`src/rtl/execute_if.sv`:
```
// Execute-stage bundle: register-read stage inputs and the registered
// results/controls handed on to the data-memory stage.
interface execute_if;
    logic [15:0] op_a;
    logic [15:0] op_b;
    logic [3:0]  alu_op;
    logic        valid_rr;
    logic [15:0] store_data_rr;
    logic        mem_rw_rr;
    logic        mem_en_rr;
    logic        mem_mux_sel_rr;
    logic [15:0] ans_ex;
    logic [15:0] DM_data;
    logic        mem_rw_ex;
    logic        mem_en_ex;
    logic        mem_mux_sel_dm;
    logic        z_ex;
    logic        c_ex;
    logic        stall_ex;

    modport master (
        output op_a, op_b, alu_op, valid_rr, store_data_rr,
               mem_rw_rr, mem_en_rr, mem_mux_sel_rr,
        input  ans_ex, DM_data, mem_rw_ex, mem_en_ex, mem_mux_sel_dm,
               z_ex, c_ex, stall_ex
    );

    modport slave (
        input  op_a, op_b, alu_op, valid_rr, store_data_rr,
               mem_rw_rr, mem_en_rr, mem_mux_sel_rr,
        output ans_ex, DM_data, mem_rw_ex, mem_en_ex, mem_mux_sel_dm,
               z_ex, c_ex, stall_ex
    );
endinterface

```
`src/rtl/execute_block.sv`:
```
// Execute stage: single-cycle ALU with registered result, flags and memory
// controls; optional 16-cycle shift-add multiplier enabled by EXECUTE_MUL_EN.
module execute_block (
    input  logic     clk,
    input  logic     reset,
    execute_if.slave bus
);
    localparam logic [3:0] OP_ADD   = 4'd0;
    localparam logic [3:0] OP_SUB   = 4'd1;
    localparam logic [3:0] OP_AND   = 4'd2;
    localparam logic [3:0] OP_OR    = 4'd3;
    localparam logic [3:0] OP_XOR   = 4'd4;
    localparam logic [3:0] OP_NOT   = 4'd5;
    localparam logic [3:0] OP_SLL   = 4'd6;
    localparam logic [3:0] OP_SRL   = 4'd7;
    localparam logic [3:0] OP_SRA   = 4'd8;
    localparam logic [3:0] OP_MUL   = 4'd9;
    localparam logic [3:0] OP_PASSB = 4'd10;

    logic [16:0] w_add;
    logic [16:0] w_sub;
    logic [15:0] w_alu_res;
    logic        w_alu_c;
    logic        w_stall;
    logic        w_mul_done;
    logic [15:0] w_mul_res;
    logic [15:0] w_mul_dm;
    logic        w_mul_rw;
    logic        w_mul_en;
    logic        w_mul_mux;
    logic        w_wr_en;
    logic [15:0] w_ans_d;
    logic [15:0] w_dm_d;
    logic        w_c_d;
    logic        w_rw_d;
    logic        w_en_d;
    logic        w_mux_d;

    logic [15:0] r_ans;
    logic [15:0] r_dm;
    logic        r_rw;
    logic        r_en;
    logic        r_mux;
    logic        r_z;
    logic        r_c;

    // Carry out of SUB is the "no borrow" bit, i.e. A >= B unsigned.
    assign w_add = {1'b0, bus.op_a} + {1'b0, bus.op_b};
    assign w_sub = {1'b0, bus.op_a} + {1'b0, ~bus.op_b} + 17'd1;

    // Single-cycle ALU result and carry
    always_comb begin
        w_alu_res = bus.op_a;
        w_alu_c   = 1'b0;
        case (bus.alu_op)
            OP_ADD:   begin w_alu_res = w_add[15:0]; w_alu_c = w_add[16]; end
            OP_SUB:   begin w_alu_res = w_sub[15:0]; w_alu_c = w_sub[16]; end
            OP_AND:   w_alu_res = bus.op_a & bus.op_b;
            OP_OR:    w_alu_res = bus.op_a | bus.op_b;
            OP_XOR:   w_alu_res = bus.op_a ^ bus.op_b;
            OP_NOT:   w_alu_res = ~bus.op_a;
            OP_SLL:   w_alu_res = bus.op_a << bus.op_b[3:0];
            OP_SRL:   w_alu_res = bus.op_a >> bus.op_b[3:0];
            OP_SRA:   w_alu_res = $signed(bus.op_a) >>> bus.op_b[3:0];
            OP_MUL:   w_alu_res = 16'h0000;
            OP_PASSB: w_alu_res = bus.op_b;
            default:  w_alu_res = bus.op_a;
        endcase
    end

`ifdef EXECUTE_MUL_EN
    typedef enum logic [1:0] {
        S_IDLE = 2'd0,
        S_BUSY = 2'd1,
        S_DONE = 2'd2
    } mul_state_t;

    mul_state_t  r_state;
    logic [15:0] r_mcand;
    logic [15:0] r_mplier;
    logic [15:0] r_acc;
    logic [3:0]  r_cnt;
    logic [15:0] r_mul_dm;
    logic        r_mul_rw;
    logic        r_mul_en;
    logic        r_mul_mux;
    logic        w_mul_start;

    assign w_mul_start = (r_state == S_IDLE) && bus.valid_rr && (bus.alu_op == OP_MUL);
    assign w_stall     = w_mul_start || (r_state == S_BUSY);
    assign w_mul_done  = (r_state == S_DONE);
    assign w_mul_res   = r_acc;
    assign w_mul_dm    = r_mul_dm;
    assign w_mul_rw    = r_mul_rw;
    assign w_mul_en    = r_mul_en;
    assign w_mul_mux   = r_mul_mux;

    // Multiplier sequencer: capture, 16 shift-add iterations, one result cycle
    always_ff @(posedge clk) begin
        if (!reset) begin
            r_state   <= S_IDLE;
            r_mcand   <= 16'h0000;
            r_mplier  <= 16'h0000;
            r_acc     <= 16'h0000;
            r_cnt     <= 4'd0;
            r_mul_dm  <= 16'h0000;
            r_mul_rw  <= 1'b0;
            r_mul_en  <= 1'b0;
            r_mul_mux <= 1'b0;
        end else begin
            case (r_state)
                S_IDLE: begin
                    if (w_mul_start) begin
                        r_mcand   <= bus.op_a;
                        r_mplier  <= bus.op_b;
                        r_acc     <= 16'h0000;
                        r_cnt     <= 4'd0;
                        r_mul_dm  <= bus.store_data_rr;
                        r_mul_rw  <= bus.mem_rw_rr;
                        r_mul_en  <= bus.mem_en_rr;
                        r_mul_mux <= bus.mem_mux_sel_rr;
                        r_state   <= S_BUSY;
                    end
                end
                S_BUSY: begin
                    if (r_mplier[0]) begin
                        r_acc <= r_acc + r_mcand;
                    end
                    r_mcand  <= r_mcand << 1;
                    r_mplier <= r_mplier >> 1;
                    r_cnt    <= r_cnt + 4'd1;
                    if (r_cnt == 4'd15) begin
                        r_state <= S_DONE;
                    end
                end
                S_DONE:  r_state <= S_IDLE;
                default: r_state <= S_IDLE;
            endcase
        end
    end
`else
    assign w_stall    = 1'b0;
    assign w_mul_done = 1'b0;
    assign w_mul_res  = 16'h0000;
    assign w_mul_dm   = 16'h0000;
    assign w_mul_rw   = 1'b0;
    assign w_mul_en   = 1'b0;
    assign w_mul_mux  = 1'b0;
`endif

    // Select what the output registers load: multiplier result, ALU result, or a bubble
    always_comb begin
        w_wr_en = 1'b0;
        w_ans_d = 16'h0000;
        w_dm_d  = 16'h0000;
        w_c_d   = 1'b0;
        w_rw_d  = 1'b0;
        w_en_d  = 1'b0;
        w_mux_d = 1'b0;
        if (w_mul_done) begin
            w_wr_en = 1'b1;
            w_ans_d = w_mul_res;
            w_dm_d  = w_mul_dm;
            w_rw_d  = w_mul_rw;
            w_en_d  = w_mul_en;
            w_mux_d = w_mul_mux;
        end else if (!w_stall && bus.valid_rr) begin
            w_wr_en = 1'b1;
            w_ans_d = w_alu_res;
            w_dm_d  = bus.store_data_rr;
            w_c_d   = w_alu_c;
            w_rw_d  = bus.mem_rw_rr;
            w_en_d  = bus.mem_en_rr;
            w_mux_d = bus.mem_mux_sel_rr;
        end else begin
            w_wr_en = 1'b0;
        end
    end

    // Output registers; a bubble clears memory controls and holds data and flags
    always_ff @(posedge clk) begin
        if (!reset) begin
            r_ans <= 16'h0000;
            r_dm  <= 16'h0000;
            r_rw  <= 1'b0;
            r_en  <= 1'b0;
            r_mux <= 1'b0;
            r_z   <= 1'b0;
            r_c   <= 1'b0;
        end else if (w_wr_en) begin
            r_ans <= w_ans_d;
            r_dm  <= w_dm_d;
            r_rw  <= w_rw_d;
            r_en  <= w_en_d;
            r_mux <= w_mux_d;
            r_z   <= (w_ans_d == 16'h0000);
            r_c   <= w_c_d;
        end else begin
            r_rw  <= 1'b0;
            r_en  <= 1'b0;
            r_mux <= 1'b0;
        end
    end

    assign bus.ans_ex         = r_ans;
    assign bus.DM_data        = r_dm;
    assign bus.mem_rw_ex      = r_rw;
    assign bus.mem_en_ex      = r_en;
    assign bus.mem_mux_sel_dm = r_mux;
    assign bus.z_ex           = r_z;
    assign bus.c_ex           = r_c;
    assign bus.stall_ex       = w_stall;
endmodule
```
`src/flat_wrapper.sv`:
```
// flat-port wrapper written by rule: the top's interface ports become plain ports
module execute_block_flat 
  (clk, reset, bus_op_a, bus_op_b, bus_alu_op, bus_valid_rr, bus_store_data_rr, bus_mem_rw_rr, bus_mem_en_rr, bus_mem_mux_sel_rr, bus_ans_ex, bus_DM_data, bus_mem_rw_ex, bus_mem_en_ex, bus_mem_mux_sel_dm, bus_z_ex, bus_c_ex, bus_stall_ex);
  execute_if bus_i ();
  input  logic clk;
  input  logic reset;
  input wire logic [$bits(bus_i.op_a)-1:0] bus_op_a;
  input wire logic [$bits(bus_i.op_b)-1:0] bus_op_b;
  input wire logic [$bits(bus_i.alu_op)-1:0] bus_alu_op;
  input wire logic [$bits(bus_i.valid_rr)-1:0] bus_valid_rr;
  input wire logic [$bits(bus_i.store_data_rr)-1:0] bus_store_data_rr;
  input wire logic [$bits(bus_i.mem_rw_rr)-1:0] bus_mem_rw_rr;
  input wire logic [$bits(bus_i.mem_en_rr)-1:0] bus_mem_en_rr;
  input wire logic [$bits(bus_i.mem_mux_sel_rr)-1:0] bus_mem_mux_sel_rr;
  output wire logic [$bits(bus_i.ans_ex)-1:0] bus_ans_ex;
  output wire logic [$bits(bus_i.DM_data)-1:0] bus_DM_data;
  output wire logic [$bits(bus_i.mem_rw_ex)-1:0] bus_mem_rw_ex;
  output wire logic [$bits(bus_i.mem_en_ex)-1:0] bus_mem_en_ex;
  output wire logic [$bits(bus_i.mem_mux_sel_dm)-1:0] bus_mem_mux_sel_dm;
  output wire logic [$bits(bus_i.z_ex)-1:0] bus_z_ex;
  output wire logic [$bits(bus_i.c_ex)-1:0] bus_c_ex;
  output wire logic [$bits(bus_i.stall_ex)-1:0] bus_stall_ex;
  assign bus_i.op_a = bus_op_a;
  assign bus_i.op_b = bus_op_b;
  assign bus_i.alu_op = bus_alu_op;
  assign bus_i.valid_rr = bus_valid_rr;
  assign bus_i.store_data_rr = bus_store_data_rr;
  assign bus_i.mem_rw_rr = bus_mem_rw_rr;
  assign bus_i.mem_en_rr = bus_mem_en_rr;
  assign bus_i.mem_mux_sel_rr = bus_mem_mux_sel_rr;
  assign bus_ans_ex = bus_i.ans_ex;
  assign bus_DM_data = bus_i.DM_data;
  assign bus_mem_rw_ex = bus_i.mem_rw_ex;
  assign bus_mem_en_ex = bus_i.mem_en_ex;
  assign bus_mem_mux_sel_dm = bus_i.mem_mux_sel_dm;
  assign bus_z_ex = bus_i.z_ex;
  assign bus_c_ex = bus_i.c_ex;
  assign bus_stall_ex = bus_i.stall_ex;
  execute_block u_core (.clk(clk), .reset(reset), .bus(bus_i));
endmodule
```
`config.mk`:
```
export PLATFORM = sky130hd
export DESIGN_NAME = execute_block_flat
export DESIGN_NICKNAME = d
export VERILOG_FILES = /design/src/rtl/execute_if.sv /design/src/rtl/execute_block.sv /design/src/flat_wrapper.sv
export SDC_FILE = /design/constraint.sdc
export NUM_CORES = 1
export LEC_CHECK = 0
export ABC_AREA = 0
export ABC_CLOCK_PERIOD_IN_PS = 3430
export CORE_MARGIN = 1.5
export CORE_UTILIZATION = 30
export CTS_BUF_LIST = sky130_fd_sc_hd__clkbuf_4 sky130_fd_sc_hd__clkbuf_8
export DETAILED_ROUTE_END_ITERATION = 8
export SLEW_MARGIN = 15
export SYNTH_ARGS = -nofsm -noshare
export SYNTH_HDL_FRONTEND = slang
export SYNTH_SLANG_ARGS = --single-unit
```
`constraint.sdc`:
```
create_clock -name clk -period 3.43 [get_ports clk]
set_input_delay 0.5145 -clock clk [delete_from_list [all_inputs] [get_ports clk]]
set_output_delay 0.5145 -clock clk [all_outputs]
set_load 0.02 [all_outputs]
```
# Yosys cells after proc, flatten, opt, wreduce, memory -nomap -nowiden
# Cells that the tools add are included.
[word_totals] ff_bits=37 inputBits=58 out_inout_bits=38 wordCells=37
[classes] add_sub_neg=3 n_eq_ne=10 shift=3 n_mux=6 bitwise=5 reduce_logical=3
[ops] cell="16-bit case mux with 11 select lines" n=1
[ops] cell="16-bit by 16-bit adder with 17-bit output" n=2
[ops] cell="16-bit two-way mux" n=2
[ops] cell="16-bit NOT" n=2
[ops] cell="17-bit by 1-bit adder with 17-bit output (second input constant)" n=1
[ops] cell="16-bit AND" n=1
[ops] cell="4-bit by 3-bit equality test with 1-bit output (second input constant)" n=4
[ops] cell="16-bit zero test" n=1
[ops] cell="16-bit bitwise OR" n=1
[ops] cell="16-bit by 4-bit left shift with 16-bit output" n=1
[ops] cell="16-bit by 4-bit >> shifter with 16-bit output" n=1
[ops] cell="16-bit by 4-bit >>> shifter with 16-bit output" n=1
[ops] cell="16-bit bitwise XOR" n=1
[ops] cell="4-bit equality test (second input constant)" n=3
[ops] cell="4-bit by 2-bit equality test with 1-bit output (second input constant)" n=2
[ops] cell="4-bit by 1-bit equality test with 1-bit output (second input constant)" n=1
[ops] cell="4-bit zero test" n=1
[ops] cell="3-bit AND reduction" n=1
[ops] cell="1-bit two-way mux" n=2
[ops] cell="1-bit case mux with 2 select lines" n=1

# Longest topological paths before layout
# Gate-level depths: netlist of run 1.
[depth] ltp_word=6 mapped_depth=14 mapped_depth_nobuf=13

# Worst setup path after synthesis of run 1
# Ideal clock, no wire load.
[synth_timing] path_kind="input-to-reg" start="input bus_op_b[3]" end="register u_core.r_z (netlist: u_core.bus.z_ex)" setup_ns=0.078 t_arrival_ns=3.652 required_ns=3.352 path_slack_ns=-0.300 path_stages=14 n_path_buf=3 cell_sequence="clkbuf_1 inv_1 clkbuf_1 ha_1 buf_2 nor3_1 o21ai_1 and4_1 o41a_1 a2111oi_0 a31o_2 nand4_1 or4_1 o22ai_1"
[synth_via] elab_chain_cells=6 word_cells_on_any_way=13 cone_classes="add/sub (3); shift (3); mux (2); bitwise (4); reduce/logical (1)"
[synth_rtl] item="start, declared" line_no="flat_wrapper.sv:8" rtl="input wire logic [$bits(bus_i.op_b)-1:0] bus_op_b;"
[synth_rtl] item="16-bit NOT" line_no="execute_block.sv:49" rtl="assign w_sub = {1'b0, bus.op_a} + {1'b0, ~bus.op_b} + 17'd1;"
[synth_rtl] item="16-bit by 16-bit adder with 17-bit output" line_no="execute_block.sv:49"
[synth_rtl] item="17-bit by 1-bit adder with 17-bit output" line_no="execute_block.sv:49"
[synth_rtl] item="16-bit case mux with 11 select lines (*)" line_no="execute_block.sv:55" rtl="case (bus.alu_op)"
[synth_rtl] item="16-bit two-way mux (*)" line_no="execute_block.sv:167" rtl="end else if (!w_stall && bus.valid_rr) begin"
[synth_rtl] item="16-bit zero test (*)" line_no="execute_block.sv:196" rtl="r_z <= (w_ans_d == 16'h0000);"
[synth_rtl] item="end signal, assigned" line_no="execute_block.sv:196"
[synth_rtl] item="end, declared" line_no="execute_block.sv:44" rtl="logic r_z;"
# Every way passes the cells marked *; elsewhere a longest branch is shown, timed or not.
# A chain may end at the register's enable or synchronous reset.

# Worst setup path in the final report of run 1
[layout_timing] start="input bus_op_a[10]" end="register u_core.r_z (netlist: u_core.bus.z_ex)"
[layout_via] elab_chain_cells=5 word_cells_on_any_way=13 cone_classes="add/sub (3); shift (3); mux (2); bitwise (4); reduce/logical (1)"
[layout_rtl] item="start, declared" line_no="flat_wrapper.sv:7" rtl="input wire logic [$bits(bus_i.op_a)-1:0] bus_op_a;"
[layout_rtl] item="16-bit by 16-bit adder with 17-bit output" line_no="execute_block.sv:49"
[layout_rtl] item="17-bit by 1-bit adder with 17-bit output" line_no="execute_block.sv:49"
[layout_rtl] item="16-bit case mux with 11 select lines (*)" line_no="execute_block.sv:55"
[layout_rtl] item="16-bit two-way mux (*)" line_no="execute_block.sv:167"
[layout_rtl] item="16-bit zero test (*)" line_no="execute_block.sv:196"
# Marks and branches as above.

==> run summary, run 1 <==
status -> complete, no violations
total clock sinks -> 37
Detailed Place HPWL -> 22.53 mm
critical-path cell list -> clkdlybuf4s50_1, buf_4, buf_4, mux4_2, mux2i_2, a21oi_1, o21ai_0, o211ai_1, o221ai_2, o2111ai_1, or4_1, o22ai_1
I/O pins -> 96
Final setup viols -> 0
fin. max-slew vios -> 0
Design Power -> 2.240 mW
critical path class -> in -> reg
initial antenna violation count -> 0
syn nets -> 920
Die ar. -> 0.02192 sq mm
mapped cell area -> 0.006314 sq mm
top-area cell type share of the netlist area -> 0.1173
cell mode on critical path -> buf_4
Vert. Die Dim -> 148.1 um
Primary FF master, synth -> dfxtp_1
Mean Syn Cell Area -> 7.823 sq um
post-route ant nets -> 0
worst vdd ir -> 0.1671 mV
Post-Synth Simple-Gate Area -> 0.1988
Setup crit start kind -> input pin
Antenna Cells -> 0
type of destination of the critical path -> flip-flop
worst skew pair latency -> 0.29 ns
PwrDens -> 225.7 mW/mm^2
filler instances -> 2,003
H-Tree Level Count -> 2
final hold slack -> 0.4670 ns
Worst slew margin -> 0.3628
Initial Util -> 0.3090
Compound-Gate Fraction of Synth Area -> 0.3014
drt wl/cell -> 20.85 um
Root Driver -> clkbuf_8
crit-path max FO -> 8
post-layout util -> 0.4858
RD Place Congestion -> 1.027
Synth area leaders -> dfxtp_1 (12%), ha_1 (11%), mux4_2 (9.6%), mux2i_1 (4.8%), a21oi_1 (4.3%)
total CTS buffers -> 5
unique cell type count in the Yosys netlist -> 86
Async SR Flop Fraction -> 0
global-route wire length before repair -> 43.23 mm
IO buf count -> 94
share of layout cells above drive strength 1 -> 0.3693
final wirelength -> 28.61 mm
Period minus WS final -> 3.409 ns
Final nets -> 1,214
yosys synthesis warning count -> 0
Clock Path Buffers -> 2
Synth Area in XOR/XNOR -> 0.005549
DR vias/cell -> 5.800
Non-Filler Cell Area, Final -> 0.009925 sq mm
Final Hold Viols -> 0
Required @ worst endpoint -> 3.65 ns
CTS tree -> yes
Pleak -> 4.265 nW
sequential share of the synthesized area -> 0.1173
WP data arrival -> 3.63 ns
post-synthesis cell count -> 807
chip width -> 148.1 um
most frequent cell after synthesis -> nor2_1
Worst Tran Pin Value -> 0.9430 ns
GRT Overall Usage -> 0.2523
Post-Synth Adder-Cell Area -> 0.1114
vias in the first global route -> 7,696
Pre-antenna DRT Iters -> 7
EDFF count, synth -> 0
Critical Path Max Stage Delay -> 0.48 ns
slowest cell on the critical path -> mux4_2
FF+latch count, synth -> 37
dominant cell type by area after synthesis -> dfxtp_1
core area -> 0.02043 sq mm
Layout area overhead -> 57.19%
Tcrit/Tclk final -> 0.9939
largest net degree at the start of global routing -> 35
Core Rows -> 52
most common library cells after synthesis -> nor2_1 (61), nand2_1 (56), a21oi_1 (54)
Congestion Overflow GR -> 0
Max-Cap Viols -> 0
number of remaining DRC errors -> 0
cell area after placement -> 0.009180 sq mm
Clock Skew -> 0 ns
fmax -> 293.3 MHz
post-synthesis mux area share -> 0.1790
combinational family with the most area after synthesis -> compound AO/OA/AOI/OAI gates
Initial DRC Count -> 906
Reg clk slew, reported paths -> 0.08 ns
HP Class -> reg -> reg
via count -> 7,957
-- state kept, by name (all words and copies together) (netlist names) --
register                   count
u_core.bus.mem_mux_sel_dm      1
u_core.bus.c_ex                1
u_core.bus.DM_data            16
u_core.bus.mem_rw_ex           1
u_core.bus.mem_en_ex           1
u_core.bus.ans_ex             16
u_core.bus.z_ex                1
-- repair_timing --
action                     CTS  global route
buffers inserted            13             5
setup endpoints to repair    4             4
hold endpoints to repair     0             0
gates resized for setup     73            61
pin swaps                   17            29
hold buffers                 0             0
-- final cells by class --
class / count / area, sq um / share of cell area
timing repair buffer: 358 / 3045 / 0.3069
clock inverter: 1 / 30.03 / 0.003026
sequential: 37 / 740.7 / 0.07463
tap: 270 / 337.8 / 0.03404
inverter: 55 / 207.7 / 0.02093
clock buffer: 7 / 90.09 / 0.009077
multi-input combinational: 644 / 5473 / 0.5514
-- layer usage --
metal	part of all wire	global-route usage	wire length, um
met1	0.43	0.3469	12240
met2	0.44	0.3991	12650
met4	0.038	0.09604	1074
met5	0	0	0
met3	0.093	0.03742	2650
-- through the flow --
step	cells	setup WS [ns]	TNS, ns
2_1_floorplan	807	0.02891	0
3_3_place_gp	1346	-0.5234	-2.000
3_5_place_dp	1346	-0.5224	-1.848
4_1_cts	1367	0.001354	0
5_1_grt	1372	-0.02351	-0.02351
6_report	1372	0.02080	0
-- cells in the final DEF (no fill, tap or decap), types with 28 or more instances in the layout --
cell type,netlist,layout
buf_4,4,245
clkdlybuf4s50_1,0,72
nor2_1,61,60
nand2_1,56,55
a21oi_1,54,50
o21ai_0,48,44
inv_1,52,41
ha_1,53,39
dfxtp_1,37,37
mux4_2,27,29
mux2i_1,30,28
-- final timing paths --
path,startpoint,to,slack (ns),cells past startpoint
worst min register to register,u_core.bus.ans_ex[8]$_SDFFE_PN0P_,u_core.bus.ans_ex[8]$_SDFFE_PN0P_,0.47,2
worst min-delay path,u_core.bus.ans_ex[8]$_SDFFE_PN0P_,u_core.bus.ans_ex[8]$_SDFFE_PN0P_,0.47,2
worst max register to register,u_core.bus.ans_ex[11]$_SDFFE_PN0P_,u_core.bus.ans_ex[11]$_SDFFE_PN0P_,2.69,2
worst max-delay path,bus_op_a[10],u_core.bus.z_ex$_SDFFE_PN0P_,0.02,12
-- critical path, delay by kind of cell --
kind / cells / cell delay (ns)
simple gates: 1 / 0.43
mux: 2 / 0.77
compound gates: 6 / 1.16
buf+inv: 3 / 0.74
-- power breakdown --
part           leakage (nW)  switching (mW)  internal (mW)
Clock                0.0619           0.161          0.245
Sequential            0.305          0.0136          0.458
Combinational          3.90           0.689          0.673
Total                  4.27           0.863           1.38
-- cell families after synthesis --
family          count (synthesis)
mux                            70
fa+ha+maj                      55
buf+inv                       126
compound gates                272
flops                          37
simple gates                  242
other cells                     1
xor+xnor                        4
Note: power is estimated with default switching activity, not from simulation.
==> run 2, diff against run 1 <==
--- a/config.mk
+++ b/config.mk
@@ -6,11 +6,12 @@
 export NUM_CORES = 1
 export LEC_CHECK = 0
 export ABC_AREA = 0
-export ABC_CLOCK_PERIOD_IN_PS = 3430
+export ABC_CLOCK_PERIOD_IN_PS = 3600
 export CORE_MARGIN = 1.5
 export CORE_UTILIZATION = 30
 export CTS_BUF_LIST = sky130_fd_sc_hd__clkbuf_4 sky130_fd_sc_hd__clkbuf_8
 export DETAILED_ROUTE_END_ITERATION = 8
+export HOLD_SLACK_MARGIN = 0.08
 export SLEW_MARGIN = 15
 export SYNTH_ARGS = -nofsm -noshare
 export SYNTH_HDL_FRONTEND = slang
==> constraint.sdc (replaced) <==
create_clock -name clk -period 3.6 [get_ports clk]
set_input_delay 0.54 -clock clk [delete_from_list [all_inputs] [get_ports clk]]
set_output_delay 0.54 -clock clk [all_outputs]
set_load 0.02 [all_outputs]
==> run 2 against run 1 <==
Against the previous run: routed wire length down 0.63%; non-clock buffer count down 49; final area down 6.0%; cell count down 3.6%; clock power down 26%; combinational power down 9.6%; largest cell class unchanged; critical path depth unchanged; hold slack worse by 0.0031 ns; critical endpoint unchanged.
==> run summary, run 2 (same netlist as run 1, synthesis figures left out) <==
status -> complete, no violations
CP top delay family -> compound AO/OA/AOI/OAI gates
total CTS buffers -> 5 (unchanged)
total clock sinks -> 37 (unchanged)
I/O pins -> 96 (unchanged)
worst vdd ir -> 0.1249 mV (-25%)
Required @ worst endpoint -> 3.81 ns (+0.16 ns)
worst skew pair latency -> 0.29 ns (about the same)
pre-CTS setup slack -> -0.4907 ns (+0.03167 ns)
core area -> 0.02043 sq mm (unchanged)
Tcrit/Tclk final -> 0.9795
CTS tree -> yes
Pre-antenna DRT Iters -> 6 (-1)
Critical Path Max Stage Delay -> 0.51 ns (+0.03 ns)
global-route wire length before repair -> 43.59 mm (+0.83%)
Worst Tran Pin Value -> 0.9286 ns (-0.01435 ns)
Hold Crit Depth -> 2 (unchanged)
Critical Path Sink -> u_core.bus.z_ex$_SDFFE_PN0P_
drt wl/cell -> 21.51 um (+3.1%)
Final setup viols -> 0 (unchanged)
fmax -> 283.6 MHz
reg2reg path depth -> 2 (unchanged)
Pleak -> 3.952 nW (-7.3%)
H-Tree Level Count -> 2 (unchanged)
via count -> 7,793 (-2.1%)
share of layout cells above drive strength 1 -> 0.3089 (-0.06039)
critical-path cell list -> clkdlybuf4s50_1, inv_1, ha_1, a211o_1, or2_2, o32ai_2, xor2_1, nor2_1, a211oi_2, o2111ai_2, or4_4, o22ai_1
Setup crit start kind -> input pin
Congestion Overflow GR -> 0 (unchanged)
post-route ant nets -> 0 (unchanged)
Die ar. -> 0.02192 sq mm (unchanged)
Clock Skew -> 0 ns (unchanged)
type of destination of the critical path -> flip-flop
most frequent cells in the layout -> buf_4 (203), clkdlybuf4s50_1 (86), nor2_1 (60)
Crit. path cell count -> 12 (unchanged)
reg-to-reg critical path startpoint -> u_core.bus.ans_ex[13]$_SDFFE_PN0P_
crit-path max FO -> 2 (-6)
FF-to-FF End -> u_core.bus.ans_ex[13]$_SDFFE_PN0P_
RD Place Congestion -> 0.9733 (-5.2%)
vias in the first global route -> 7,327 (-4.8%)
Antenna Cells -> 0 (unchanged)
Worst slew margin -> 0.3802 (+0.01745)
Initial Util -> 0.3090 (unchanged)
hold_sp -> u_core.bus.ans_ex[8]$_SDFFE_PN0P_
HP Class -> reg -> reg
slowest cell on the critical path -> clkdlybuf4s50_1
Vert. Die Dim -> 148.1 um (unchanged)
Root Driver -> clkbuf_8
DR vias/cell -> 5.895 (+1.6%)
Reg clk slew, reported paths -> 0.07 ns (about the same)
Post-Route Setup TNS -> 0 ns (unchanged)
register-to-register setup slack -> 2.88 ns (+0.19 ns)
largest net degree at the start of global routing -> 42 (+20%)
Detailed Place HPWL -> 22.15 mm (-1.7%)
Buf+Inv Stages, Crit Path -> 2 (-1)
Layout area overhead -> 47.80%
chip width -> 148.1 um (unchanged)
number of remaining DRC errors -> 0 (unchanged)
PwrDens -> 211.9 mW/mm^2 (-6.1%)
Period minus WS final -> 3.526 ns
Initial DRC Count -> 1,038 (+15%)
IO buf count -> 94 (unchanged)
final wirelength -> 28.43 mm (-0.63%)
most common cell after layout, fill and taps aside -> buf_4
initial antenna violation count -> 0 (unchanged)
critical path class -> in -> reg
Hold Buf Count CTS -> 0 (unchanged)
Max-Cap Viols -> 0 (unchanged)
Core Rows -> 52 (unchanged)
Setup WS post-layout -> 0.07373 ns (+0.05293 ns)
fin. max-slew vios -> 0 (unchanged)
Final Hold Viols -> 0 (unchanged)
Clock Path Buffers -> 2 (unchanged)
GRT Overall Usage -> 0.2543 (+0.002061)
WP data arrival -> 3.74 ns (+0.11 ns)
Final nets -> 1,165 (-4.0%)
Worst setup startpoint -> bus_op_a[6]
## run 2: cell types whose count changed in the layout (fill, tap and decap cells not counted), sizes merged
cell,previous run,this run
clkdlybuf4s50,72,86
bufinv,1,0
dlymetal6s2s,10,4
inv,54,55
clkinv,1,0
dlygate4sd2,9,1
buf,267,218
## run 2: area by class of cell
cell class                      count  area (sq um)
Fill cell                        2061         11100
Multi-Input combinational cell    644          5301
Timing Repair Buffer              309          2655
Sequential cell                    37         740.7
Tap cell                          270         337.8
Inverter                           55         206.4
Clock buffer                        7         90.09
## run 2: metal layers
metal	GRT usage	share of wire	vias up
li1	-	-	3562
met1	0.3620	0.43	3718
met2	0.4049	0.46	457
met3	0.03926	0.095	56
met4	0.05644	0.020	0
met5	0	0	-
## run 2: worst min path at each step
stage                                              end  slack (ns)
floorplan            u_core.bus.ans_ex[6]$_SDFFE_PN0P_        0.54
global placement     u_core.bus.ans_ex[6]$_SDFFE_PN0P_        0.45
detailed placement   u_core.bus.ans_ex[8]$_SDFFE_PN0P_        0.45
CTS                  u_core.bus.ans_ex[8]$_SDFFE_PN0P_        0.46
global route        u_core.bus.ans_ex[12]$_SDFFE_PN0P_        0.49
finish               u_core.bus.ans_ex[8]$_SDFFE_PN0P_        0.46
## run 2: metrics by stage
| stage | cells | area (sq um) | power (mW) | hold WS, ns | utilization |
|---|---|---|---|---|---|
| 4_1_cts | 1319 | 9160 | 1.927 | 0.4646 | 0.4484 |
| 3_3_place_gp | 1312 | 8940 | 1.600 | 0.4539 | 0.4376 |
| 3_5_place_dp | 1312 | 8940 | 1.599 | 0.4541 | 0.4376 |
| 5_1_grt | 1322 | 9331 | 2.084 | 0.4892 | 0.4568 |
| 6_report | 1322 | 9331 | 1.978 | 0.4638 | 0.4568 |
| 2_1_floorplan | 807 | 6319 | 1.048 | 0.5437 | - |
## run 2: where the power goes
part           internal [mW]  leakage, nW  total, mW  switching [mW]
clock network          0.159       0.0477      0.299           0.140
registers              0.437        0.305      0.450          0.0130
logic                  0.592         3.60       1.23           0.636
total                   1.19         3.95       1.98           0.789
## run 2: repair_timing
action | 4_1_cts | 5_1_grt
resized for setup | 29 | 37
buffers inserted | 0 | 3
cloned | 0 | 0
pin swaps | 13 | 18
setup endpoints to repair | 1 | 2
## run 2: worst register-to-register path, cell delays in order, from the launching register on
cell     delay, ns
dfxtp_1       0.31
nor2b_1       0.12
o21a_1        0.18
==> run 3, diff against run 2 <==
--- a/config.mk
+++ b/config.mk
@@ -8,7 +8,7 @@
 export ABC_AREA = 0
 export ABC_CLOCK_PERIOD_IN_PS = 3600
 export CORE_MARGIN = 1.5
-export CORE_UTILIZATION = 30
+export CORE_UTILIZATION = 40
 export CTS_BUF_LIST = sky130_fd_sc_hd__clkbuf_4 sky130_fd_sc_hd__clkbuf_8
 export DETAILED_ROUTE_END_ITERATION = 8
 export HOLD_SLACK_MARGIN = 0.08
==> run 3 against run 2 <==
Against the previous run: combinational power up 3%; final area up 2.2%; clock skew unchanged; global-route usage up 10 points; clock-buffer cell count down 1; largest cell class unchanged; highest routed layer unchanged.
==> run summary, run 3 (same netlist as run 1, synthesis figures left out) <==
status -> complete, no violations
total CTS buffers -> 5 (unchanged)
Congestion Overflow GR -> 0 (unchanged)
reg2reg path depth -> 2 (unchanged)
Pleak -> 4.065 nW (+2.9%)
fmax -> 286.1 MHz (+0.90%)
Root Driver -> clkbuf_8
Initial Util -> 0.4123 (+0.1032)
worst vdd ir -> 0.4009 mV (+220%)
slowest cell on the critical path -> nor4b_1
PwrDens -> 220.4 mW/mm^2 (+4.0%)
critical path class -> in -> reg
most frequent cells in the layout -> buf_4 (228), clkdlybuf4s50_1 (88), nor2_1 (61)
H-Tree Level Count -> 2 (unchanged)
FF-to-FF End -> u_core.bus.ans_ex[11]$_SDFFE_PN0P_
critical-path cell list -> clkdlybuf4s50_1, buf_4, buf_12, nor4b_1, buf_4, a221oi_1, and3_1, a41o_1, a31oi_1, or4_1, o22ai_1
initial antenna violation count -> 0 (unchanged)
Required @ worst endpoint -> 3.77 ns (-0.04 ns)
Antenna Cells -> 0 (unchanged)
global-route wire length before repair -> 45.06 mm (+3.4%)
RD Place Congestion -> 1.028 (+5.6%)
HP Class -> reg -> reg
most common cell after layout, fill and taps aside -> buf_4
Worst slew margin -> 0.2544 (-0.1258)
core area -> 0.01531 sq mm (-25%)
Hold Buf Count CTS -> 0 (unchanged)
Final nets -> 1,188 (+2.0%)
fin. max-slew vios -> 0 (unchanged)
Detailed Place HPWL -> 23.59 mm (+6.5%)
chip width -> 128.6 um (-13%)
Reg clk slew, reported paths -> 0.08 ns (about the same)
worst skew pair latency -> 0.29 ns (about the same)
DR vias/cell -> 6.220 (+5.5%)
Max-Cap Viols -> 0 (unchanged)
largest net degree at the start of global routing -> 30 (-29%)
Layout area overhead -> 51.01%
Clock Skew -> 0 ns (unchanged)
reg-to-reg critical path startpoint -> u_core.bus.ans_ex[11]$_SDFFE_PN0P_
Initial DRC Count -> 807 (-22%)
Final setup viols -> 0 (unchanged)
Hold Crit Depth -> 2 (unchanged)
Die ar. -> 0.01655 sq mm (-25%)
Setup crit start kind -> input pin
I/O pins -> 96 (unchanged)
CP top delay family -> simple AND/OR/NAND/NOR gates
WP data arrival -> 3.66 ns (-0.08 ns)
type of destination of the critical path -> flip-flop
register-to-register setup slack -> 2.86 ns (-0.02 ns)
cell mode on critical path -> buf_4
hold_sp -> u_core.bus.ans_ex[7]$_SDFFE_PN0P_
Crit. path cell count -> 11 (-1)
final hold slack -> 0.4711 ns (+0.007270 ns)
Setup WS post-layout -> 0.1053 ns (+0.03154 ns)
Register Area -> 740.7 sq um (unchanged)
CTS tree -> yes
final wirelength -> 29.58 mm (+4.0%)
Clock Path Buffers -> 2 (unchanged)
Tcrit/Tclk final -> 0.9708 (-0.008762)
pre-CTS setup slack -> -0.6798 ns (-0.1891 ns)
share of layout cells above drive strength 1 -> 0.3262 (+0.01727)
total clock sinks -> 37 (unchanged)
Final Hold Viols -> 0 (unchanged)
IO buf count -> 94 (unchanged)
number of remaining DRC errors -> 0 (unchanged)
crit-path max FO -> 23 (+21)
Vert. Die Dim -> 128.6 um (-13%)
post-route ant nets -> 0 (unchanged)
Period minus WS final -> 3.495 ns (-0.03154 ns)
GRT Overall Usage -> 0.3547 (+0.1004)
drt wl/cell -> 22.98 um (+6.9%)
multi-input logic area -> 0.005388 sq mm (+1.6%)
Worst Tran Pin Value -> 1.103 ns (+0.1742 ns)
via count -> 8,005 (+2.7%)
Pre-antenna DRT Iters -> 6 (unchanged)
filler instances -> 1,383 (-33%)
Buf+Inv Stages, Crit Path -> 4 (+2)
vias in the first global route -> 7,713 (+5.3%)
Core Rows -> 45 (-13%)
hold endpoint -> u_core.bus.ans_ex[7]$_SDFFE_PN0P_
Critical Path Max Stage Delay -> 0.95 ns (+0.44 ns)
==> run 3: changes by cell type in the layout (fill, tap and decap cells not counted), sizes merged <==
cell           before  now
buf               218  241
bufinv              0    1
clkbuf              7    6
clkdlybuf4s50      86   88
clkinvlp            0    1
dlymetal6s2s        4    2
==> run 3: final cells by class <==
class                   count  area share
multi-input cells         644      0.5651
repair buffers            332      0.2953
flip-flops and latches     37     0.07769
well taps                 211     0.02769
inverters                  55     0.02165
clock buffers               6    0.008661
clock inverters             2    0.003937
==> run 3: worst max path at each step <==
stage,from,end,slack [ns]
after floorplan,bus_op_b[3],u_core.bus.z_ex$_SDFFE_PN0P_,0.01
after global placement,bus_op_a[0],u_core.bus.z_ex$_SDFFE_PN0P_,-0.72
after detailed placement,bus_op_a[0],u_core.bus.z_ex$_SDFFE_PN0P_,-0.68
after CTS,bus_op_a[0],u_core.bus.z_ex$_SDFFE_PN0P_,-0.005
after global routing,bus_op_a[7],u_core.bus.z_ex$_SDFFE_PN0P_,-0.07
final,bus_alu_op[1],u_core.bus.z_ex$_SDFFE_PN0P_,0.11
==> run 3: where the power goes <==
group | switching (mW) | internal, mW | leakage [nW] | total [mW]
combinational | 0.657 | 0.617 | 3.70 | 1.27
clock | 0.150 | 0.225 | 0.0574 | 0.375
sequential | 0.0157 | 0.437 | 0.305 | 0.453
==> run 3: timing repair <==
action	in CTS	in global routing
gates resized for setup	29	45
endpoints found under the setup margin	2	3
pin swaps	9	11
buffers inserted	4	5
==> run 3: metrics by stage <==
step / power, mW / area (sq um) / utilization / TNS [ns] / std cells
final: 2.102 / 9534 / 0.6225 / 0 / 1287
after CTS: 2.038 / 9279 / 0.6059 / -0.005271 / 1282
after global placement: 1.611 / 8987 / 0.5868 / -1.850 / 1270
after floorplan: 1.048 / 6319 / - / 0 / 807
after global routing: 2.203 / 9534 / 0.6225 / -0.07680 / 1287
after detailed placement: 1.620 / 8987 / 0.5868 / -1.831 / 1270
==> run 3: worst register-to-register path, cell delays in order, from the launching register on <==
cell and delay (ns):
dfxtp_1 0.33, nor2b_1 0.13, o21a_1 0.18
==> run 3: per-layer routing <==
layer	track usage	vias up	share of wire
met5	0	-	0
met2	0.5848	461	0.46
met4	0.1335	0	0.041
met3	0.04033	68	0.081
met1	0.4783	3862	0.42
li1	-	3614	-
==> RTL change 1, RTL diff (settings of run 2) <==
Add a define of `EXECUTE_MUL_EN`.
--- a/src/rtl/execute_block.sv
+++ b/src/rtl/execute_block.sv
@@ -1,5 +1,7 @@
 // Execute stage: single-cycle ALU with registered result, flags and memory
 // controls; optional 16-cycle shift-add multiplier enabled by EXECUTE_MUL_EN.
+`define EXECUTE_MUL_EN
+
 module execute_block (
     input  logic     clk,
     input  logic     reset,
Behaviour: not the same (a bounded check fails within 4 cycles, from zero or initial values and one cycle with reset low).
==> RTL change 1 against run 2 <==
Total power is 76% higher; sequential cell count grew 73; die area up 57%; setup slack improved by 48 ps; sequential power rose to 2.9 times the old value; cell area up 43%; sequential share of layout area rose by 8.6 points; count of clock-buffer cells in the layout grew 2; routed wire length rose by 51%; synthesized area increased by 58%; register-to-register slack lost 2100 ps; clock skew up 23 ps; critical endpoint is now u_core.bus.z_ex$_SDFFE_PN0N_.
==> RTL change 1: results (changes against run 2) <==
Placed design
The post-detailed-placement half-perimeter wirelength is 34100 um (was 22200 um). The number of buffer cells added on primary ports is 95 (was 94). The cell total after placement was 2001 (was 1312). The final weighted congestion of routability-driven global placement is 1.00 (was 0.973). The area after detailed placement is 13000 sq um (was 8940 sq um).

Setup path
The worst reg-to-reg setup slack is 820 ps (was 2880 ps). The endpoint of the lowest-slack register-to-register path is u_core.bus.z_ex$_SDFFE_PN0N_ (was u_core.bus.ans_ex[13]$_SDFFE_PN0P_). The beginning of the critical path is bus_alu_op[3] (was bus_op_a[6]). The number of cells on the worst reg-to-reg path came to 11 (was 2).

Min path
The launch point of the worst hold path is u_core.r_mplier[15]$_SDFFE_PN0P_ (was u_core.bus.ans_ex[8]$_SDFFE_PN0P_). The worst hold path endpoint is u_core.r_mplier[15]$_SDFFE_PN0P_ (was u_core.bus.ans_ex[8]$_SDFFE_PN0P_).

GRT
The global-route total usage across every layer is 0.252 (was 0.254). The pin count of the biggest net entering global routing came to 80 (was 42). The met2 usage in global routing came to 0.397 (was 0.405). The met3 track demand over resource is 0.0295 (was 0.0393). The met1 routing resource usage after global routing is 0.340 (was 0.362). The via count of the first global-routing pass came to 10900 (was 7327).

Synthesis
Leading post-synthesis cells by cell area: dfxtp_1 22%, ha_1 8.7%, nand2_1 5.8%, nor2_1 5.1%, a21oi_1 4.7% (was dfxtp_1 12%, ha_1 11%, mux4_2 9.6%, mux2i_1 4.8%, a21oi_1 4.3%). The adder and majority gate portion of the synthesized area is 0.0927 (was 0.111). The number of nets in the synthesized netlist came to 1437 (was 920). The parity-gate share of the synthesized area counting xor and xnor cells is 0.0193 (was 0.00555). The synthesized netlist cell count is 1307 (was 807). The compound-gate portion of the synthesized area is 0.287 (was 0.301). Commonest cells post-synth: 153 x nand2_1, 136 x nor2_1, 110 x dfxtp_1 (was 61 x nor2_1, 56 x nand2_1, 54 x a21oi_1). The share of cell area taken by muxes after synthesis is 0.0903 (was 0.179).

Clock network
The post-CTS clock slew at the launch and capture registers of the worst setup and hold paths is 120 ps (was 70 ps). The worst-skew pair later-pin latency was 390 ps (was 290 ps). The total number of H-tree levels came to 3 (was 2). The total CTS buffers was 9 (was 5).

Final layout
The post-layout net count came to 1700 (was 1165). The core utilization of the finished layout is 0.409 (was 0.457). The number of inserted filler cells in the final layout is 3317 (was 2061). The fraction of final layout cells with drive strength greater than 1 is 0.234 (was 0.309).

Detailed routing
The routed wire length was 42900 um (was 28400 um). The average wire per standard cell is 21.3 um (was 21.5 um). The iteration-0 DRC count of the detailed router is 1131 (was 1038).

Status
Result of the run: finished clean (unchanged).

STA
The hold slack was 458 ps (was 464 ps).

Pwr
The leakage power total is 5.55 nW (was 3.95 nW).
[RTL change 1: cell count changes after synthesis, moves of 22 or more]
| cell | before | now |
|---|---|---|
| a22oi_1 | 4 | 26 |
| clkbuf_1 | 38 | 71 |
| o211ai_1 | 10 | 47 |
| dfxtp_1 | 37 | 110 |
| a21oi_1 | 54 | 93 |
| o21ai_0 | 48 | 83 |
| nand2_1 | 56 | 153 |
| nor2_1 | 61 | 136 |
[RTL change 1: power by group]
group          internal (mW)  switching (mW)  leakage [nW]  total [mW]
Sequential              1.26          0.0277         0.894        1.29
Combinational          0.648           0.748          4.56        1.40
Clock                  0.332           0.465        0.0966       0.797
[RTL change 1: cell type report]
class,instances,area share
inverter,53,0.0160
clock inverter,6,0.00610
sequential,110,0.165
tap,442,0.0415
timing repair buffer,364,0.228
clock buffer,9,0.00929
multi-input combinational,1032,0.534
[RTL change 1: through the flow]
stage          setup WS [ps]  setup TNS [ps]
6_report                 122               0
5_1_grt                -23.0           -23.0
4_1_cts                 11.8               0
3_5_place_dp            -487           -1350
3_3_place_gp            -519           -1170
2_1_floorplan            168               0
[RTL change 1: timing repair]
| item | 4_1_cts | 5_1_grt |
|---|---|---|
| endpoints found under the setup margin | 1 | 3 |
| resized for setup | 2 | 19 |
| pin swaps | 0 | 9 |
[RTL change 1: per-layer routing]
metal	routed length, um	vias up
li1	-	5300
met1	18900	5398
met4	2030	0
met3	2710	102
met2	19300	459
met5	0	-
[RTL change 1: critical path, delay by kind of cell]
| family | cells | cell delay [ps] |
|---|---|---|
| buffers and inverters | 5 | 1230 |
| AO/OA/AOI/OAI | 3 | 870 |
| AND/OR/NAND/NOR | 6 | 1190 |
==> RTL change 2, RTL diff (settings of run 2) <==
Made on the original files. Remove the case item `OP_SLL` of the case on `bus.alu_op`.
--- a/src/rtl/execute_block.sv
+++ b/src/rtl/execute_block.sv
@@ -59,7 +59,6 @@
             OP_OR:    w_alu_res = bus.op_a | bus.op_b;
             OP_XOR:   w_alu_res = bus.op_a ^ bus.op_b;
             OP_NOT:   w_alu_res = ~bus.op_a;
-            OP_SLL:   w_alu_res = bus.op_a << bus.op_b[3:0];
             OP_SRL:   w_alu_res = bus.op_a >> bus.op_b[3:0];
             OP_SRA:   w_alu_res = $signed(bus.op_a) >>> bus.op_b[3:0];
             OP_MUL:   w_alu_res = 16'h0000;
Behaviour: not the same (a bounded check fails within 4 cycles, from zero or initial values and one cycle with reset low).
==> RTL change 2 against run 2 <==
The run now ends with design-rule violations left; die area fell by 11%; routed wire length fell by 22%; register-to-register slack barely moved; count of clock-buffer cells in the layout did not move; setup slack improved by 72 ps; first-iteration DRC count fell by 44%; sequential share of layout area rose by 1.4 points; sequential cell count did not move; total power fell by 9.9%; synthesized area fell by 12%; critical path type unchanged; cell area fell by 15%; via count fell by 19%.
==> RTL change 2: results (changes against run 2) <==
Status
Result of the run: complete, but fails checks (was finished clean). The checks that failed: design-rule violations.

Detailed routing
The iteration-0 DRC count of the detailed router is 579 (was 1038). The met2 routed wirelength came to 9740 um (was 13000 um). The number of vias per cell after detailed routing is 5.60 (was 5.89). The average wire per standard cell is 19.6 um (was 21.5 um). The routed length on met3 was 1620 um (was 2710 um). The number of design rule violations left after detail routing came to 2 (was 0).

Placed design
The final weighted congestion of routability-driven global placement is 0.978 (was 0.973). The area after detailed placement was 7710 sq um (was 8940 sq um). The post-detailed-placement half-perimeter wirelength came to 17700 um (was 22200 um).

Synthesis
The compound-gate portion of the synthesized area is 0.292 (was 0.301). The parity-gate share of the synthesized area counting xor and xnor cells is 0.00471 (was 0.00555). The share of cell area taken by muxes after synthesis came to 0.128 (was 0.179). The portion of the post-synthesis area used by sequential elements is 0.133 (was 0.117). The count of distinct cell types in the synthesized netlist is 88 (was 86). Commonest cells post-synth: 52 x ha_1, 50 x inv_1, 47 x nand2_1 (was 61 x nor2_1, 56 x nand2_1, 54 x a21oi_1).

Setup path
The maximum fanout encountered on the critical timing path is 5 (was 2). The maximum single-stage delay on the critical path is 470 ps (was 510 ps). The reg-to-reg startpoint is u_core.bus.ans_ex[14]$_SDFFE_PN0P_ (was u_core.bus.ans_ex[13]$_SDFFE_PN0P_). The signal arrival time at the worst endpoint came to 3650 ps (was 3740 ps). The beginning of the critical path is bus_op_b[1] (was bus_op_a[6]).

GRT
The via count of the first global-routing pass is 6192 (was 7327). The met2 usage in global routing is 0.349 (was 0.405). The met3 track demand over resource is 0.0423 (was 0.0393). The pin count of the biggest net entering global routing is 38 (was 42).

Min path
The launch point of the worst hold path is u_core.bus.ans_ex[10]$_SDFFE_PN0P_ (was u_core.bus.ans_ex[8]$_SDFFE_PN0P_).

Final layout
The fraction of final layout cells with drive strength greater than 1 is 0.242 (was 0.309). The number of inserted filler cells in the final layout came to 1809 (was 2061).

Pwr
The fraction of power spent switching nets is 0.389 (was 0.399). The peak supply drop is 0.000157 V (was 0.000125 V). The leakage power total is 3.35 nW (was 3.95 nW).
==> RTL change 2: cell types whose count changed after synthesis, moves of 6 or more <==
cell              run 2  this run
nor2_1               61        45
a2111oi_0             7         1
a41oi_1               1         7
a31oi_1              10        19
o21ai_0              48        38
nand2_1              56        47
mux4_2               27        12
nand3_1              18        10
a21oi_1              54        29
o21a_1               12        24
clkbuf_1             38        21
nor2b_1              15        39
==> RTL change 2: area by class of cell <==
cell class | instances | area [sq um] | area share
multi-input combinational | 561 | 4470 | 0.564
timing repair buffer | 248 | 2140 | 0.271
sequential | 37 | 741 | 0.0935
tap | 229 | 287 | 0.0362
inverter | 52 | 195 | 0.0246
clock buffer | 7 | 90.1 | 0.0114
==> RTL change 2: worst paths after layout <==
check / end / slack [ps] / cells past startpoint
hold reg to reg: u_core.bus.ans_ex[10]$_SDFFE_PN0P_ / 490 / 2
setup reg to reg: u_core.bus.ans_ex[14]$_SDFFE_PN0P_ / 2880 / 2
setup / recovery: u_core.bus.z_ex$_SDFFE_PN0P_ / 150 / 15
hold / removal: u_core.bus.ans_ex[10]$_SDFFE_PN0P_ / 490 / 2
==> RTL change 2: power by group through the flow <==
stage / Sequential [mW] / Combinational, mW / Clock, mW
after floorplan: 0.492 / 0.502 / 0
after global placement: 0.458 / 0.991 / 0
after detailed placement: 0.458 / 0.993 / 0
after CTS: 0.449 / 1.00 / 0.309
after global routing: 0.452 / 1.11 / 0.320
final: 0.449 / 1.03 / 0.298
==> RTL change 2: repair_timing <==
item | 4_1_cts | 5_1_grt
hold buffers | 0 | 0
pin swaps | 1 | 6
gates resized for setup | 1 | 17
buffers inserted | 1 | 1
setup endpoints to repair | 1 | 6
